--- config.mk ---
export PLATFORM = sky130hd
export DESIGN_NAME = argmax_block
export DESIGN_NICKNAME = d
export VERILOG_FILES = /design/src/rtl/argmax_block.sv
export SDC_FILE = /design/constraint.sdc
export NUM_CORES = 1
export LEC_CHECK = 0
export ABC_AREA = 1
export BUFFER_PORTS_ARGS = -buffer_cell sky130_fd_sc_hd__buf_2
export CORE_MARGIN = 2
export CORE_UTILIZATION = 25
export DETAILED_ROUTE_END_ITERATION = 10
export PLACE_DENSITY = 0.56
export SYNTH_ARGS = -nofsm -noshare
export SYNTH_HDL_FRONTEND = slang
export SYNTH_SLANG_ARGS = --single-unit
--- constraint.sdc ---
create_clock -name clk -period 1.5 [get_ports clk]
set_clock_uncertainty 0.05 [all_clocks]
set_input_delay 0.15 -clock clk [delete_from_list [all_inputs] [get_ports clk]]
set_output_delay 0.15 -clock clk [all_outputs]
set_load 0.02 [all_outputs]
--- src/rtl/argmax_block.sv ---
// Final GCN stage: reads the result matrix one row per cycle and records the
// column index of each row's largest element, then raises done.
module argmax_block #(
   parameter int unsigned FEATURE_ROWS      = 6,
   parameter int unsigned WEIGHT_COLS       = 3,
   parameter int unsigned DOT_PROD_WIDTH    = 16,
   parameter int unsigned MAX_ADDRESS_WIDTH = 2,
   parameter int unsigned FEATURE_WIDTH     = $clog2(FEATURE_ROWS)
) (
   input  logic                         clk,
   input  logic                         reset,
   input  logic                         done_comb,
   input  logic [DOT_PROD_WIDTH-1:0]    adj_fm_wm_row   [0:WEIGHT_COLS-1],
   output logic [FEATURE_WIDTH-1:0]     read_row,
   output logic                         done,
   output logic [MAX_ADDRESS_WIDTH-1:0] max_addi_answer [0:FEATURE_ROWS-1]
);

   localparam logic [FEATURE_WIDTH-1:0] LAST_ROW = FEATURE_WIDTH'(FEATURE_ROWS - 1);

   typedef enum logic [1:0] {
      S_IDLE,
      S_PROCESS,
      S_DONE
   } state_t;

   state_t                       state_q, state_d;
   logic [FEATURE_WIDTH-1:0]     row_counter_q, row_counter_d;
   logic                         done_q, done_d;
   logic [MAX_ADDRESS_WIDTH-1:0] answer_q [0:FEATURE_ROWS-1];
   logic [MAX_ADDRESS_WIDTH-1:0] answer_d [0:FEATURE_ROWS-1];

   logic [DOT_PROD_WIDTH-1:0]    max_val;
   logic [MAX_ADDRESS_WIDTH-1:0] max_column_index;

   // Unsigned scan; strict greater-than keeps the lowest index on ties.
   always_comb begin
      max_val          = adj_fm_wm_row[0];
      max_column_index = '0;
      for (int unsigned c = 1; c < WEIGHT_COLS; c++) begin
         if (adj_fm_wm_row[c] > max_val) begin
            max_val          = adj_fm_wm_row[c];
            max_column_index = MAX_ADDRESS_WIDTH'(c);
         end
      end
   end

   // Next-state, row counter and result capture.
   always_comb begin
      state_d       = state_q;
      row_counter_d = row_counter_q;
      answer_d      = answer_q;
      case (state_q)
         S_IDLE: begin
            if (done_comb) begin
               state_d = S_PROCESS;
            end
         end
         S_PROCESS: begin
            answer_d[row_counter_q] = max_column_index;
            if (row_counter_q == LAST_ROW) begin
               row_counter_d = '0;
               state_d       = S_DONE;
            end else begin
               row_counter_d = row_counter_q + FEATURE_WIDTH'(1);
            end
         end
         S_DONE: begin
            state_d = S_DONE;
         end
         default: begin
            state_d       = S_IDLE;
            row_counter_d = '0;
         end
      endcase
      done_d = (state_d == S_DONE);
   end

   always_ff @(posedge clk or posedge reset) begin
      if (reset) begin
         state_q       <= S_IDLE;
         row_counter_q <= '0;
         done_q        <= 1'b0;
         answer_q      <= '{default: '0};
      end else begin
         state_q       <= state_d;
         row_counter_q <= row_counter_d;
         done_q        <= done_d;
         answer_q      <= answer_d;
      end
   end

   assign read_row        = row_counter_q;
   assign done            = done_q;
   assign max_addi_answer = answer_q;

endmodule

Word level (Yosys, flattened, before mapping)
Index checks and enable logic that the tools add are counted.
Cells by class
  reductions and logical operators: 3
  bitwise logic cells: 1
  $add $sub $neg: 1
  mux-type cells: 11
  equality and inequality tests: 4
  order comparisons: 4
Operator list (number)
  16-bit greater-than comparator: 2
  16-bit 2-to-1 mux: 1
  12-bit bitwise mux: 1
  2-bit 2-to-1 mux: 4
  2-bit demux with 3-bit select: 1
  2-bit case mux with 3 select lines: 1
  3-bit case mux with 2 select lines: 1
  2-bit equality test (second input constant): 2
  4-bit >= comparator (second input constant): 1
  4-bit by 1-bit < comparator with 1-bit output (second input constant): 1
  3-bit inverter with 4-bit output: 1
  3-bit by 1-bit adder with 3-bit output (second input constant): 1
  3-bit equality test (second input constant): 1
  3-bit 2-to-1 mux: 1
  2-bit by 1-bit equality test with 1-bit output (second input constant): 1
  2-bit logical NOT: 1
  2-bit OR reduction: 1
  1-bit logical AND: 1
  1-bit 2-to-1 mux: 1
Word-level totals
  logic and storage cells: 33
  bits of input ports: 51
  flip-flop bits (word level): 18

Longest topological paths before layout
  word-level depth: 6
  depth in mapped cells: 29
  depth with buffers taken out: 26

Worst setup path after synthesis
Ideal clock, no wire load.
  kind: input-to-reg
  from: input port adj_fm_wm_row[47] in the netlist's numbering
  to: register answer_q (netlist bit max_addi_answer[0])
  data arrival time: 2.286 ns
  path buffers: 3
  path slack: -0.953 ns
  stages on the path: 20
  path through: inv_1 ha_1 nand2_1 nor2_2 nand2_1 inv_1 nand2_1 a21oi_2 buf_6 buf_8 o21ai_0 ha_1 nand2_1 nor3_1 nand2_1 nand2_1 nand2_1 buf_2 nand3_1 nand2_1
Between the ends
  cells in the longest elaborated chain, start to end: 5
RTL lines
  start, declared: RTL line 13  | input logic [DOT_PROD_WIDTH-1:0] adj_fm_wm_row [0:WEIGHT_COLS-1],
  16-bit greater-than comparator: RTL line 41  | if (adj_fm_wm_row[c] > max_val) begin
  16-bit 2-to-1 mux: RTL line 41
  16-bit greater-than comparator: RTL line 41
  2-bit 2-to-1 mux *: RTL line 41
  12-bit bitwise mux *: RTL line 60  | answer_d[row_counter_q] = max_column_index;
  end signal, assigned: RTL line 89  | answer_q <= answer_d;
  end, declared: RTL line 30  | logic [MAX_ADDRESS_WIDTH-1:0] answer_q [0:FEATURE_ROWS-1];
Every way passes the cells marked *; elsewhere a longest branch is shown, timed or not.
A chain may end at the register's enable or synchronous reset.

Worst setup path in the final report
  from: input port adj_fm_wm_row[26] in the netlist's numbering
  to: register answer_q (netlist bit max_addi_answer[0])
Same word-level chain as after synthesis.

==> qor.yml <==
detailed_routing:
  route.vias.total: 1989
  wl_per_cell_um: 10.88
  drt_first_pass_iters: 4
  initialDrtViolationCount: 31
  drc: 0
  wl_mm: 4.950
  vias_per_cell: 4.371
  drtAntennaViolNets: 0
logic_synthesis:
  synthesis.area_um2: 1799
  syn_inst: 267
  yosysWarnings: 0
  synth_cell_types: 22
  syn_nets: 350
  syn_area_per_cell_um2: 6.739
  ys_ff_latch: 18
  synth-seq-area-share_pct: 25.03
clock_network:
  clock_path_buffers: 2
  cts_sinks: 18
  numCtsBuffers: 3
  cts_tree: "built"
  cts.clk_slew.worst_paths_ps: 70
  cts_root_buffer: "clkbuf_8"
  htree_levels: 1
  clk_latency_ps: 260
cells_and_area:
  syn_to_final_growth_pct: 78.44
  postLayoutCellArea_um2: 3211
  n_antenna_cell: 0
  layout_commonest_cell: "nand2_1"
  final_util_pct: 46.74
  drive_above_1_share_pct: 51.81
  final_cell_mix: "nand2_1, buf_2, inv_1"
  final_nets: 443
timing:
  fin_crit_sh_pct: 159.4
  period_needed_ps: 2390
  setup_violations: 12
  fmax_mhz: 418.4
  rsz0062_at_grt: "true"
  drv_slew: 0
  worst_slew_pin_slew_ps: 236.4
  max_slew_margin_pct: 84.24
  finalHoldViolCount: 0
  fin_ws_ps: -890.3
grt:
  gr-total-overflow: 0
  antenna_found_initial: 0
  grt_pass1_wl_mm: 8.487
  grt_start_max_net_pins: 19
  grt_pass1_vias: 1941
  grt_usage_pct: 13.39
hold_path:
  hp-start: "done_comb"
  holdPathStages: 3
  whs_endpoint: "state_q[0]"
  hold_class: "input port to flop"
place:
  hpwl_mm: 3.934
  gp_congestion: 0.7580
  dpl_cell_area_um2: 2636
  pre_cts_slack_ps: -1333
  portBuffers: 66
power_and_ir_drop:
  power_leakage_nw: 1.608
  ir_drop_mv: 0.2616
  power.density_nw_per_um2: 658.8
floorplan:
  start_util_pct: 26.19
  die-area_um2: 7892
  num_rows: 30
  die_x_um: 88.84
  io_pins: 67
  die_y_um: 88.84
  coreArea_um2: 6869
critical_path:
  rr_worst_depth: 9
  path_class: "input port to flop"
  worst-r2r-setup-slack_ps: 110
  cp_max_fo: 6
  cp.arrival_ps: 2490
  r2r-end: "max_addi_answer[7]"
  timing.rr.start: "state_q[0]"
  worstSetupStartpointType: "input port"
  crit_path_end_kind: "flop"
  cp.required_ps: 1600
outcome:
  violations: "negative setup slack"
  outcome: "complete, but fails checks"
run:
  maxCapViolations: 0
## routing by layer
metal / track usage (%) / part of all wire [%]
met1: 16.97 / 43
met2: 24.69 / 52
met3: 0.9328 / 3.8
met4: 2.893 / 0.73
met5: 0 / 0
## Yosys cell counts, drive strengths merged
cell type | count | area [um2]
nand3 | 9 | 45.04
inv | 56 | 210.2
ha | 32 | 400.4
dfrtp | 18 | 450.4
buf | 4 | 42.53
nand2 | 76 | 285.3
o22ai | 1 | 6.260
nor3 | 2 | 15.01
a21o | 2 | 15.01
o21ai | 28 | 143.9
nor2 | 20 | 82.58
nand4 | 2 | 12.51
clkbuf | 1 | 3.750
o211ai | 1 | 7.510
a21oi | 15 | 78.83
## critical path, stage by stage
cell and delay [ps]:
buf_4 130, ha_4 270, nand2_4 50, nor2_4 120
nand2_4 70, inv_2 50, nand2_2 60, a21oi_4 190
buf_6 150, buf_16 110, o21ai_2 50, ha_1 290
nand4_1 160, nor3_4 180, nand2_1 80, nand2_2 130
nand2_4 100, nand3_2 80, nand2_1 50
## power by group
group	internal, mW	leakage (nW)	switching, mW
Combinational	0.534	1.36	0.588
Clock	0.234	0.0288	0.170
Sequential	0.551	0.224	0.0386
## sequential cells by signal (all words and copies together) (netlist names)
signal / cells
max_addi_answer: 12
read_row: 3
state_q: 2
done: 1
## what timing repair did
item	in CTS	in global routing
hold buffers	1	0
resized for setup	76	37
gates cloned	4	0
setup buffers	4	0
setup endpoints to repair	12	12
hold endpoints to repair	18	0
pin swaps	22	35
## how the worst max path moves through the flow
| stage | to | start | depth (start not counted) |
|---|---|---|---|
| after floorplan | max_addi_answer[1] | adj_fm_wm_row[45] | 20 |
| after global placement | max_addi_answer[11] | adj_fm_wm_row[45] | 19 |
| after detailed placement | max_addi_answer[9] | adj_fm_wm_row[45] | 19 |
| after CTS | max_addi_answer[4] | adj_fm_wm_row[45] | 19 |
| after global routing | max_addi_answer[4] | adj_fm_wm_row[45] | 20 |
| final | max_addi_answer[0] | adj_fm_wm_row[26] | 19 |
## kinds of logic (layout without fill, tap and decap cells)
family	Yosys count	count (layout)	synth area share (%)
AOI/OAI and AO/OA	47	47	13.98
adders and majority gates	32	32	22.25
buffers and inverters	61	152	14.26
DFF	18	18	25.03
and+or+nand+nor	109	110	24.48
## stage by stage
stage	power, mW	instances	setup TNS [ps]	hold slack [ps]
6_report	2.115	455	-10330	116.1
5_1_grt	2.285	455	-12630	146.0
4_1_cts	2.061	456	-10690	114.8
3_5_place_dp	1.430	443	-15810	133.0
3_3_place_gp	1.414	443	-15770	127.8
2_1_floorplan	1.141	267	-9936	38.57
## layout make-up
| type | instances | area, um2 |
|---|---|---|
| clock buffers | 4 | 55.05 |
| repair buffers | 92 | 765.7 |
| well taps | 96 | 120.1 |
| flip-flops and latches | 18 | 450.4 |
| multi-input cells | 189 | 1556 |
| inverters | 56 | 262.8 |
| fillers | 685 | 3659 |
No activity file was read; power rests on OpenSTA's default activity.
